**src/rtl/rca_config_table.sv**
```systemverilog
// Per-RCA register-mapping table: lookup for issue, in-flight tracking and config writes.
// Optional feature macro RCA_CFG_SHADOW_EN adds a shadow bank with a drain/swap activation FSM.
//
// state | meaning
// IDLE  | no activation pending; act_ready high
// DRAIN | waiting for in-flight uses of the latched RCA to reach zero
// SWAP  | copy shadow to active for the latched RCA; act_done high, cfg_ready low
module rca_config_table #(
  parameter int NUM_RCAS        = 3,
  parameter int NUM_READ_PORTS  = 5,
  parameter int NUM_WRITE_PORTS = 2,
  parameter int MAX_INFLIGHT    = 4,
  localparam int RCA_W  = (NUM_RCAS > 1) ? $clog2(NUM_RCAS) : 1,
  localparam int MAXP   = (NUM_READ_PORTS > NUM_WRITE_PORTS) ? NUM_READ_PORTS : NUM_WRITE_PORTS,
  localparam int PORT_W = (MAXP > 1) ? $clog2(MAXP) : 1,
  localparam int CNT_W  = $clog2(MAX_INFLIGHT + 1)
) (
  input  logic                         clk,
  input  logic                         rst_n,
  input  logic                         cfg_valid,
  output logic                         cfg_ready,
  input  logic [RCA_W-1:0]             cfg_rca_sel,
  input  logic                         cfg_src_dest,
  input  logic [PORT_W-1:0]            cfg_port_sel,
  input  logic [4:0]                   cfg_reg_addr,
  output logic                         cfg_err,
  input  logic                         act_valid,
  output logic                         act_ready,
  input  logic [RCA_W-1:0]             act_rca_sel,
  output logic                         act_done,
  input  logic [RCA_W-1:0]             issue_rca_sel,
  input  logic                         issue_valid,
  output logic [NUM_READ_PORTS*5-1:0]  issue_src_addrs,
  output logic [NUM_WRITE_PORTS*5-1:0] issue_dest_addrs,
  output logic                         issue_blocked,
  input  logic                         done_valid,
  input  logic [RCA_W-1:0]             done_rca_sel
);

  logic [4:0]       act_src [NUM_RCAS][NUM_READ_PORTS];
  logic [4:0]       act_dst [NUM_RCAS][NUM_WRITE_PORTS];
  logic [CNT_W-1:0] cnt     [NUM_RCAS];
  logic [NUM_RCAS-1:0] inc, dec;
  logic [CNT_W-1:0] cnt_issue, cnt_cfg;
  logic cfg_rca_ok, cfg_port_ok, cfg_fire, cfg_wr;
  logic act_ok, act_fire, drain_block;

  assign cfg_rca_ok  = int'(cfg_rca_sel) < NUM_RCAS;
  assign cfg_port_ok = cfg_src_dest ? (int'(cfg_port_sel) < NUM_WRITE_PORTS)
                                    : (int'(cfg_port_sel) < NUM_READ_PORTS);
  assign cfg_fire    = cfg_valid && cfg_ready;
  assign cfg_wr      = cfg_fire && cfg_rca_ok && cfg_port_ok;
  assign act_ok      = int'(act_rca_sel) < NUM_RCAS;
  assign act_fire    = act_valid && act_ready;

  // issue and done on the same RCA cancel; done at zero is ignored
  always_comb begin
    inc = '0;
    dec = '0;
    for (int r = 0; r < NUM_RCAS; r++) begin
      inc[r] = issue_valid && (issue_rca_sel == RCA_W'(r));
      dec[r] = done_valid && (done_rca_sel == RCA_W'(r)) && (cnt[r] != '0);
    end
  end

  always_ff @(posedge clk or negedge rst_n) begin
    if (!rst_n) begin
      for (int r = 0; r < NUM_RCAS; r++) cnt[r] <= '0;
    end else begin
      for (int r = 0; r < NUM_RCAS; r++) begin
        if (inc[r] && !dec[r] && cnt[r] != CNT_W'(MAX_INFLIGHT)) cnt[r] <= cnt[r] + 1'b1;
        else if (dec[r] && !inc[r]) cnt[r] <= cnt[r] - 1'b1;
      end
    end
  end

  always_comb begin
    issue_src_addrs  = '0;
    issue_dest_addrs = '0;
    cnt_issue        = '0;
    cnt_cfg          = '0;
    for (int r = 0; r < NUM_RCAS; r++) begin
      if (issue_rca_sel == RCA_W'(r)) begin
        cnt_issue = cnt[r];
        for (int p = 0; p < NUM_READ_PORTS; p++)  issue_src_addrs[p*5 +: 5]  = act_src[r][p];
        for (int p = 0; p < NUM_WRITE_PORTS; p++) issue_dest_addrs[p*5 +: 5] = act_dst[r][p];
      end
      if (cfg_rca_sel == RCA_W'(r)) cnt_cfg = cnt[r];
    end
  end

  assign issue_blocked = (cnt_issue == CNT_W'(MAX_INFLIGHT)) || drain_block;

  always_ff @(posedge clk or negedge rst_n) begin
    if (!rst_n) cfg_err <= 1'b0;
    else        cfg_err <= (cfg_fire && !(cfg_rca_ok && cfg_port_ok)) || (act_fire && !act_ok);
  end

`ifdef RCA_CFG_SHADOW_EN
  typedef enum logic [1:0] {IDLE, DRAIN, SWAP} state_t;
  state_t           state, state_nx;
  logic [RCA_W-1:0] act_lat;
  logic [CNT_W-1:0] cnt_lat;
  logic [4:0]       shd_src [NUM_RCAS][NUM_READ_PORTS];
  logic [4:0]       shd_dst [NUM_RCAS][NUM_WRITE_PORTS];

  always_ff @(posedge clk or negedge rst_n) begin
    if (!rst_n) begin
      state   <= IDLE;
      act_lat <= '0;
    end else begin
      state <= state_nx;
      if (act_fire && act_ok) act_lat <= act_rca_sel;
    end
  end

  always_comb begin
    cnt_lat = '0;
    for (int r = 0; r < NUM_RCAS; r++)
      if (act_lat == RCA_W'(r)) cnt_lat = cnt[r];
  end

  always_comb begin
    state_nx  = state;
    act_ready = 1'b0;
    act_done  = 1'b0;
    cfg_ready = 1'b1;
    case (state)
      IDLE: begin
        act_ready = 1'b1;
        if (act_fire && act_ok) state_nx = DRAIN;
      end
      DRAIN: if (cnt_lat == '0) state_nx = SWAP;
      SWAP: begin
        act_done  = 1'b1;
        cfg_ready = 1'b0;
        state_nx  = IDLE;
      end
      default: state_nx = IDLE;
    endcase
  end

  assign drain_block = (state != IDLE) && (issue_rca_sel == act_lat);

  always_ff @(posedge clk or negedge rst_n) begin
    if (!rst_n) begin
      for (int r = 0; r < NUM_RCAS; r++) begin
        for (int p = 0; p < NUM_READ_PORTS; p++)  begin shd_src[r][p] <= '0; act_src[r][p] <= '0; end
        for (int p = 0; p < NUM_WRITE_PORTS; p++) begin shd_dst[r][p] <= '0; act_dst[r][p] <= '0; end
      end
    end else begin
      for (int r = 0; r < NUM_RCAS; r++) begin
        for (int p = 0; p < NUM_READ_PORTS; p++) begin
          if (cfg_wr && !cfg_src_dest && cfg_rca_sel == RCA_W'(r) && cfg_port_sel == PORT_W'(p))
            shd_src[r][p] <= cfg_reg_addr;
          if (state == SWAP && act_lat == RCA_W'(r)) act_src[r][p] <= shd_src[r][p];
        end
        for (int p = 0; p < NUM_WRITE_PORTS; p++) begin
          if (cfg_wr && cfg_src_dest && cfg_rca_sel == RCA_W'(r) && cfg_port_sel == PORT_W'(p))
            shd_dst[r][p] <= cfg_reg_addr;
          if (state == SWAP && act_lat == RCA_W'(r)) act_dst[r][p] <= shd_dst[r][p];
        end
      end
    end
  end
`else
  // direct mode: writes hit the active map, so hold them off while the RCA has uses in flight
  assign cfg_ready   = (cnt_cfg == '0);
  assign act_ready   = 1'b1;
  assign drain_block = 1'b0;

  always_ff @(posedge clk or negedge rst_n) begin
    if (!rst_n) act_done <= 1'b0;
    else        act_done <= act_fire && act_ok;
  end

  always_ff @(posedge clk or negedge rst_n) begin
    if (!rst_n) begin
      for (int r = 0; r < NUM_RCAS; r++) begin
        for (int p = 0; p < NUM_READ_PORTS; p++)  act_src[r][p] <= '0;
        for (int p = 0; p < NUM_WRITE_PORTS; p++) act_dst[r][p] <= '0;
      end
    end else begin
      for (int r = 0; r < NUM_RCAS; r++) begin
        for (int p = 0; p < NUM_READ_PORTS; p++)
          if (cfg_wr && !cfg_src_dest && cfg_rca_sel == RCA_W'(r) && cfg_port_sel == PORT_W'(p))
            act_src[r][p] <= cfg_reg_addr;
        for (int p = 0; p < NUM_WRITE_PORTS; p++)
          if (cfg_wr && cfg_src_dest && cfg_rca_sel == RCA_W'(r) && cfg_port_sel == PORT_W'(p))
            act_dst[r][p] <= cfg_reg_addr;
      end
    end
  end
`endif

  a_no_issue_when_blocked: assert property (@(posedge clk) disable iff (!rst_n)
    !(issue_valid && issue_blocked));

endmodule

```
**config.mk**
```make
export PLATFORM = sky130hd
export DESIGN_NAME = rca_config_table
export DESIGN_NICKNAME = d
export VERILOG_FILES = /design/src/rtl/rca_config_table.sv
export SDC_FILE = /design/constraint.sdc
export NUM_CORES = 1
export LEC_CHECK = 0
export ABC_AREA = 0
export CORE_ASPECT_RATIO = 2
export CORE_MARGIN = 1
export CORE_UTILIZATION = 44
export DETAILED_ROUTE_END_ITERATION = 8
export GPL_TIMING_DRIVEN = 0
export HOLD_SLACK_MARGIN = 0.12
export PLACE_DENSITY = 0.76
export SLEW_MARGIN = 40
export SYNTH_ARGS = -nofsm -noshare
export SYNTH_HDL_FRONTEND = slang
export SYNTH_SLANG_ARGS = --single-unit
```
**constraint.sdc**
```tcl
create_clock -name clk -period 3.1 [get_ports clk]
set_clock_uncertainty 0.15 [all_clocks]
set_input_delay 0.62 -clock clk [delete_from_list [all_inputs] [get_ports clk]]
set_output_delay 0.62 -clock clk [all_outputs]
set_load 0.005 [all_outputs]
```
==> results of run 1 <==
-- power by group --
part	leakage [nW]	total [mW]	internal (mW)	switching, mW
Sequential	1.58	1.97	1.76	0.213
Clock	0.306	2.08	1.40	0.679
Combinational	1.61	0.918	0.477	0.440
Total	3.50	4.97	3.64	1.33
-- routing by layer --
metal / global-route usage [%] / share of wire, % / vias to the layer above
met1: 24.2 / 36 / 2113
li1: - / - / 1902
met5: 0 / 0 / -
met4: 14.3 / 4.6 / 0
met3: 5.20 / 3.9 / 41
met2: 41.2 / 55 / 116
-- cells in the mapped netlist, drive strengths merged --
cell    instances  area [um^2]
a222oi          1         10.0
o221ai          2         17.5
o211ai          4         30.0
nand3b          5         37.5
nor2b           4         25.0
nand4b          2         17.5
nor3            7         51.3
nor4            2         27.5
xor2            1         8.76
or3b            2         17.5
nor3b           3         37.5
mux2i          36          360
a21oi           3         15.0
a31oi           2         12.5
clkbuf         21         78.8
o21a            2         15.0
buf             6         32.5
dfrtp         116         2900
and4            1         8.76
nor2           12         45.0
and2            2         12.5
or2             1         6.26
nand3           9         45.0
a211oi          1         7.51
mux2          105         1180
o22a            1         8.76
nand2          62          233
and3b           3         26.3
and2b           3         22.5
a21boi          2         15.0
fa              3         60.1
nand2b          3         18.8
o21ai          46          230
conb            1         3.75
or3             6         37.5
o31ai           2         15.0
xnor2           3         26.3
inv             2         7.51
-- cell families (layout without fill, tap and decap cells) --
family | after synthesis | after routing | share of synthesized area, %
compound gates | 66 | 66 | 6.60
xor+xnor | 4 | 4 | 0.614
fa+ha+maj | 3 | 3 | 1.05
buf+inv | 29 | 125 | 2.08
flops | 116 | 116 | 50.8
mux | 141 | 141 | 27.0
other cells | 1 | 2 | 0.0657
simple gates | 127 | 127 | 11.7
-- worst reg2reg max path, delay by kind of cell, from the launching register on --
| kind | cells | cell delay [ns] |
|---|---|---|
| AO/OA/AOI/OAI | 2 | 0.31 |
| flip-flops | 1 | 0.46 |
| AND/OR/NAND/NOR | 4 | 1.03 |
| adder cells (fa/ha/maj) | 1 | 0.42 |
-- final timing paths --
| path | to | slack (ns) | depth (start not counted) |
|---|---|---|---|
| max | cfg_ready | 0.001 | 4 |
| min | act_src[54] | 0.34 | 1 |
| max reg2reg | cnt[2] | 0.60 | 7 |
| min reg2reg | act_src[54] | 0.34 | 1 |
| max in group asynchronous | cnt[6] | 1.55 | 3 |
| min in group asynchronous | act_src[55] | 0.55 | 2 |
-- sequential cells by signal (all words and copies together) (netlist names) --
register,cells
cnt,9
act_dst,30
cfg_err,1
act_done,1
act_src,75
-- repair_timing --
| item | in CTS | in global routing |
|---|---|---|
| hold buffers | 1 | 0 |
| endpoints found under the setup margin | 37 | 31 |
| pin swaps | 1 | 0 |
| endpoints found under the hold margin | 44 | 0 |
| setup buffers | 1 | 2 |
| cloned | 0 | 0 |
| gates resized for setup | 23 | 17 |
-- final cells by class --
| cell class | count | area share, % |
|---|---|---|
| clock buffers | 22 | 6.54 |
| multi-input cells | 342 | 37.1 |
| flip-flops and latches | 116 | 40.1 |
| inverters | 2 | 0.104 |
| plain buffers | 27 | 2.07 |
| diodes | 1 | 0.0345 |
| clock inverters | 9 | 2.09 |
| well taps | 150 | 2.59 |
| repair buffers | 65 | 9.40 |
-- through the flow --
stage,instances,cell area (um^2)
6_report,734,7250
5_1_grt,733,7250
4_1_cts,731,7210
3_5_place_dp,698,6530
3_3_place_gp,697,6500
2_1_floorplan,487,5710
==> metrics.txt, run 1 <==
r2r startpoint cnt[2]; total power 4.97 mW; buffers and inverters on the worst path 2; synthesized area per cell 11.7 um^2; Worst-Margin Slew a little over 0.7 ns; Routed WL ~14000 um; critical path fanouts, max 8; register area share after synthesis between 50% and 60%; total CTS buffers 17; status finished clean; setup violators final 0; fin crit share 100%; peak supply drop approximately 460 uV; Max Freq 323 MHz; final setup margin about 0.0014 ns; drt via density 5.68; WHS about 0.34 ns; FP Rows 58; fillers between 1000 and 1500; hpwl dp about 10000 um; post-route ant nets 0; Clock Latency Late Sink roughly 0.42 ns; Worst Path Required 2.33 ns; H-tree depth 4; syn_nets 513; Vias between 4000 and 5000; CP endpoint kind output pin; WP data arrival 2.33 ns; MaxCap Viol Count 0; final core utilization about 57%; Final Max Slew Viols 0; PD cells about 690 nW/um^2; first-pass GRT wire length ~23000 um; register area a little under 3000 um^2; CTS max path bufs 2; drt drc 0; largest net degree at the start of global routing 73; drt wl/cell roughly 20 um; initial antenna violation count 0; startpoint of the worst hold path act_src[54]; Slew HR between 50% and 60%; #FFs+latches synth 116; area of the multi-input gates between 2000 and 3000 um^2; Tmin final roughly 3.1 ns; DR pass1 iterations 4; initial DRC count between 200 and 300; leakage between 3 and 4 nW; synth warn 0; # nets final approximately 600; CP max stage cell clkdlybuf4s50_1; vias in the first global route about 4400; GR Util All Layers roughly a quarter; critical-path cell list or3_4 -> a222oi_1 -> buf_4 -> clkdlybuf4s50_1; buffers added on ports 60; Final Hold Viols 0; area grow syn2layout 27.0%; Root Buffer clkbuf_16; Worst path max stage delay between 0.4 and 0.5 ns; Chip Width slightly above 80 um; RSZ-0062 raised after global routing true; Synth Instances approximately 490; commonest non-fill, non-tap cells in the layout 114 x dfrtp_1, 99 x mux2_2, 62 x nand2_1, 46 x clkdlybuf4s50_1, 45 x o21ai_0; most common library cell in the layout ignoring fill and taps dfrtp_1; hold crit path type register to register; share of layout cells above drive strength 1 about 27%; gpl congestion 0.852; Die Area 13500 um^2; Place WS -1.15 ns; CP startpoint kind register; CP Launch Point cnt[2]; CORE AREA between 10000 and 15000 um^2; WS Path Type register to output pin; grt total ovfl 0; clk sinks ~120; Worst-path clk slew 0.05 ns; I/O Pins 63; Netlist cell types 44; DIE HEIGHT 163 um; Initial Util 45.2%; Sum Neg Setup Slack 0 ns; family with the most delay on the worst path buffers and inverters; Cell Area, Synth about 5700 um^2; CTS tree done
Power figures use the tool's default switching activity.
==> run 2, diff against run 1 <==
--- a/config.mk
+++ b/config.mk
@@ -6,7 +6,7 @@
 export NUM_CORES = 1
 export LEC_CHECK = 0
 export ABC_AREA = 0
-export CORE_ASPECT_RATIO = 2
+export CORE_ASPECT_RATIO = 1.1
 export CORE_MARGIN = 1
 export CORE_UTILIZATION = 44
 export DETAILED_ROUTE_END_ITERATION = 8
@@ -17,3 +17,4 @@
 export SYNTH_ARGS = -nofsm -noshare
 export SYNTH_HDL_FRONTEND = slang
 export SYNTH_SLANG_ARGS = --single-unit
+export TNS_END_PERCENT = 20
==> run 2 against run 1 <==
  * First-iteration DRC count decreased by 29%
  * Utilization decreased by 0.60 points
  * Sequential power about the same
  * Global-route usage decreased by 1.4 points
  * Count of clock-buffer cells in the layout increased by 4
  * Cell count increased by 0.54%
  * Total power decreased by 5.9%
  * Via count increased by 0.17%
  * Register-to-register slack got worse by 0.10 ns
  * Largest power group is now registers
==> metrics.txt, run 2 (synthesis results as in run 1) <==
final setup margin ~0.053 ns; RSZ-0062 raised after global routing true; GR peak layer met2; leakage around 3.5 nW; final core utilization between 50% and 60%; Worst Path Required 2.33 ns; grt met3 use a little over 5%; DIE HEIGHT between 100 and 150 um; commonest non-fill, non-tap cells in the layout 115 x dfrtp_1, 99 x mux2_2, 62 x nand2_1, 45 x o21ai_0, 44 x clkdlybuf4s50_1; critical path fanouts, max 10; Non-Filler Instances around 740; max reg flops 75; DR pass1 iterations 4; buffers added on ports 60; gpl congestion ~0.8; met2 Usage GRT between 30% and 40%; hold crit path type register to register; vias in the first global route approximately 4400; Slew HR a little over half; PD cells between 600 and 700 nW/um^2; Finished Cell Area between 7000 and 8000 um^2; area grow syn2layout 25.9%; grt total ovfl 0; Initial Util 45.2%; Final Hold Viols 0; WHS roughly 0.34 ns; Root Buffer clkbuf_16; setup violators final 0; initial antenna violation count 0; I/O Pins 63; # nets final 595; share of layout cells above drive strength 1 between 20% and 30%; Place WS -1.19 ns; Sum Neg Setup Slack 0 ns; first-pass GRT wire length 22500 um; placed cells a little over 700; Worst-Margin Slew roughly 0.68 ns; Tmin final between 3 and 4 ns; CP endpoint kind output pin; largest net degree at the start of global routing 60; CORE AREA around 13000 um^2; Die Area approximately 13000 um^2; Largest regs act_src x75, act_dst x30, cnt x9; drt wl/cell 18.8 um; Max Freq about 330 MHz; fin crit share ~98%; FP Rows 43; post-route ant nets 0; hpwl dp just over 9000 um; met1 usage 26.8%; total power between 4 and 5 mW; H-tree depth 4; drt drc 0; Clock Latency Late Sink approximately 0.4 ns; n_diodes 0; GR Util All Layers 22.0%; Routed WL 13900 um; Worst-path clk slew 0.05 ns; drt via density between 5 and 6; Biggest register act_src; MaxCap Viol Count 0; status finished clean; WP data arrival 2.28 ns; clk sinks 116; CP startpoint kind input pin; total CTS buffers 17; Final Max Slew Viols 0; peak supply drop ~360 uV; area post-placement between 6000 and 7000 um^2; initial DRC count approximately 180; WS Path Type input pin to output pin; CTS max path bufs 2; Chip Width between 100 and 150 um; CTS tree done; most common library cell in the layout ignoring fill and taps dfrtp_1; Vias roughly 4200
-- run 2: cell count changes in the layout (fill, tap and decap cells not counted), sizes merged --
cell           before  now
dlymetal6s2s        8    9
clkdlybuf4s50      46   44
diode               1    0
clkbuf             39   47
clkinvlp            1    0
buf                15    9
dlygate4sd2         4    5
bufinv              4    1
-- run 2: what timing repair did --
item,4_1_cts,5_1_grt
gates cloned,0,0
pin swaps,1,0
endpoints found under the hold margin,57,0
resized for setup,27,15
hold buffers,1,0
buffers inserted,1,0
endpoints found under the setup margin,38,27
-- run 2: worst paths after layout --
check                                 start             endpoint  slack [ns]  depth (start not counted)
setup / recovery           issue_rca_sel[1]  issue_dest_addrs[6]        0.05                          8
hold / removal                  act_src[51]          act_src[51]        0.34                          1
setup reg to reg                     cnt[0]               cnt[2]        0.50                          7
hold reg to reg                 act_src[51]          act_src[51]        0.34                          1
max in group asynchronous             rst_n          act_src[28]        1.60                          3
min in group asynchronous             rst_n          act_src[65]        0.56                          2
-- run 2: layout make-up --
cell class / count / area, um^2
tap: 157 / 196
clock inverter: 5 / 50.0
inverter: 2 / 7.51
clock buffer: 26 / 489
buffer: 27 / 175
timing repair buffer: 63 / 668
sequential: 116 / 2900
fill: 1047 / 5460
multi-input combinational: 342 / 2700
-- run 2: report_power, final --
group | internal [mW] | leakage (nW) | switching, mW
registers | 1.76 | 1.58 | 0.207
logic | 0.472 | 1.63 | 0.434
clock network | 1.15 | 0.268 | 0.652
-- run 2: critical path: stages --
cell             delay (ns)
clkdlybuf4s15_2        0.24
clkbuf_8               0.20
nor2b_2                0.16
clkbuf_8               0.19
clkbuf_8               0.17
nand2_1                0.06
o21ai_0                0.09
clkdlybuf4s50_1        0.54
-- run 2: layer usage --
| layer | wire [um] | vias to the layer above | part of all wire, % |
|---|---|---|---|
| met4 | 405 | 0 | 2.9 |
| met2 | 6930 | 123 | 50 |
| met5 | 0 | - | 0 |
| met3 | 665 | 37 | 4.8 |
| li1 | - | 1896 | - |
| met1 | 5900 | 2123 | 42 |
==> run 3, diff against run 2 <==
--- a/config.mk
+++ b/config.mk
@@ -12,7 +12,7 @@
 export DETAILED_ROUTE_END_ITERATION = 8
 export GPL_TIMING_DRIVEN = 0
 export HOLD_SLACK_MARGIN = 0.12
-export PLACE_DENSITY = 0.76
+export PLACE_DENSITY = 0.78
 export SLEW_MARGIN = 40
 export SYNTH_ARGS = -nofsm -noshare
 export SYNTH_HDL_FRONTEND = slang
==> constraint.sdc (replaced) <==
create_clock -name clk -period 2.73 [get_ports clk]
set_clock_uncertainty 0.15 [all_clocks]
set_input_delay 0.546 -clock clk [delete_from_list [all_inputs] [get_ports clk]]
set_output_delay 0.546 -clock clk [all_outputs]
set_load 0.005 [all_outputs]
==> run 3 against run 2 <==
  * Count of clock-buffer cells in the layout is 2 lower
  * Worst hold slack worse by 0.0012 ns
  * Global-route usage up 0.44 points
  * Die area stayed put
  * Worst setup slack got worse by 0.038 ns
  * Total power increased by 21%
  * Routed wire length grew 2.8%
  * Non-clock buffer count up 8
  * First-iteration DRC count up 52%
  * Critical path depth down 1
  * Critical path type is now input pin to register
==> metrics.txt, run 3 (synthesis results as in run 1) <==
Initial Util 45.2%; P_int around 4 mW; n_diodes 0; Clock Latency Late Sink 0.42 ns; placed cells about 710; WP data arrival about 2.9 ns; largest net degree at the start of global routing between 60 and 70; final core utilization between 50% and 60%; Non-Filler Instances 747; CTS tree done; Worst-path clk slew 0.05 ns; buffers added on ports 60; share of layout cells above drive strength 1 between 20% and 30%; WS Path Type input pin to register; Place WS -1.42 ns; total power between 5 and 6 mW; Die Area between 10000 and 15000 um^2; Finished Cell Area around 7300 um^2; Slew HR ~58%; first-pass GRT wire length about 23000 um; CORE AREA about 13000 um^2; Sum Neg Setup Slack 0 ns; critical path fanouts, max 10; Vias 4268; CTS max path bufs 2; GR Util All Layers 22.4%; Chip Width 111 um; Biggest register act_src; WHS roughly 0.34 ns; # nets final 603; Worst path max stage delay approximately 0.54 ns; Worst Path Required ~2.9 ns; Final Hold Viols 0; gpl congestion 0.796; hpwl dp 9500 um; DIE HEIGHT approximately 120 um; Sw Pwr 1.52 mW; post-route ant nets 0; status finished clean; final setup margin ~0.015 ns; part of the power in the clock network 40.4%; PD cells 774 nW/um^2; Final Max Slew Viols 0; Largest regs act_src x75, act_dst x30, cnt x9; hold crit path type register to register; Max Freq 368 MHz; commonest non-fill, non-tap cells in the layout 111 x dfrtp_1, 99 x mux2_2, 62 x nand2_1, 45 x o21ai_0, 36 x mux2i_1; Switching Fraction around 27%; drt drc 0; fin crit share between 90% and 100%; MaxCap Viol Count 0; vias in the first global route approximately 4400; area post-placement ~6500 um^2; clk sinks ~120; DR pass1 iterations 5; WHS Path Cells 1; total CTS buffers 17; most common library cell in the layout ignoring fill and taps dfrtp_1; Routed WL ~14000 um; CP startpoint kind input pin; share of power burned in combinational logic between 20% and 30%; RSZ-0062 raised after global routing true; Worst-Margin Slew between 0.6 and 0.7 ns; FP Rows 43; initial DRC count 270; CP endpoint kind register; H-tree depth 4; Root Buffer clkbuf_16; setup violators final 0; max reg flops between 70 and 80; peak supply drop roughly 530 uV; CP max stage cell nor3b_2; area grow syn2layout 27.8%; grt total ovfl 0; R2R cell count 8; drt via density approximately 5.7; I/O Pins 63; sequential fraction of design power approximately 40%; initial antenna violation count 0; register-to-register setup slack roughly 0.080 ns; leakage 3.56 nW; critical-path cell list clkdlybuf4s50_1 -> nor3b_2 -> nand3_1 -> fa_1 -> or2_2 -> o22a_1 -> o211ai_1; drt wl/cell 19.1 um; Tmin final around 2.7 ns
run 3: worst paths after layout:
check / startpoint / to
max in group asynchronous: rst_n / act_dst[29]
hold / removal: act_dst[22] / act_dst[22]
hold reg to reg: act_dst[22] / act_dst[22]
min in group asynchronous: rst_n / cnt[4]
setup / recovery: issue_valid / cnt[8]
setup reg to reg: cnt[2] / cnt[2]
run 3: worst max-delay path, delay by kind of cell:
kind	cells	cell delay, ns
compound gates	2	0.35
fa+ha+maj	1	0.44
buf+inv	1	0.53
simple gates	3	1.03
run 3: layout make-up:
type	instances	area (um^2)
Multi-Input combinational cell	342	2700
Buffer	27	201
Inverter	2	7.51
Clock buffer	24	492
Timing Repair Buffer	71	663
Clock inverter	8	123
Fill cell	1014	5350
Tap cell	157	196
Sequential cell	116	2910
run 3: layer usage:
layer | wire [um] | track usage, %
met2 | 7450 | 39.3
met3 | 492 | 5.04
met5 | 0 | 0
met1 | 5890 | 25.8
met4 | 455 | 11.4
run 3: power by group through the flow:
stage	registers, mW	clock network [mW]	logic [mW]
after CTS	2.23	2.31	1.05
after floorplan	2.19	0	0.633
final	2.23	2.28	1.13
after detailed placement	2.26	0	1.01
after global routing	2.26	2.39	1.24
after global placement	2.23	0	0.955
run 3: repair_timing:
| action | CTS | global route |
|---|---|---|
| endpoints found under the setup margin | 39 | 19 |
| hold buffers | 1 | 0 |
| resized for setup | 66 | 20 |
| endpoints found under the hold margin | 54 | 0 |
| buffers inserted | 3 | 6 |
| pin swaps | 1 | 2 |
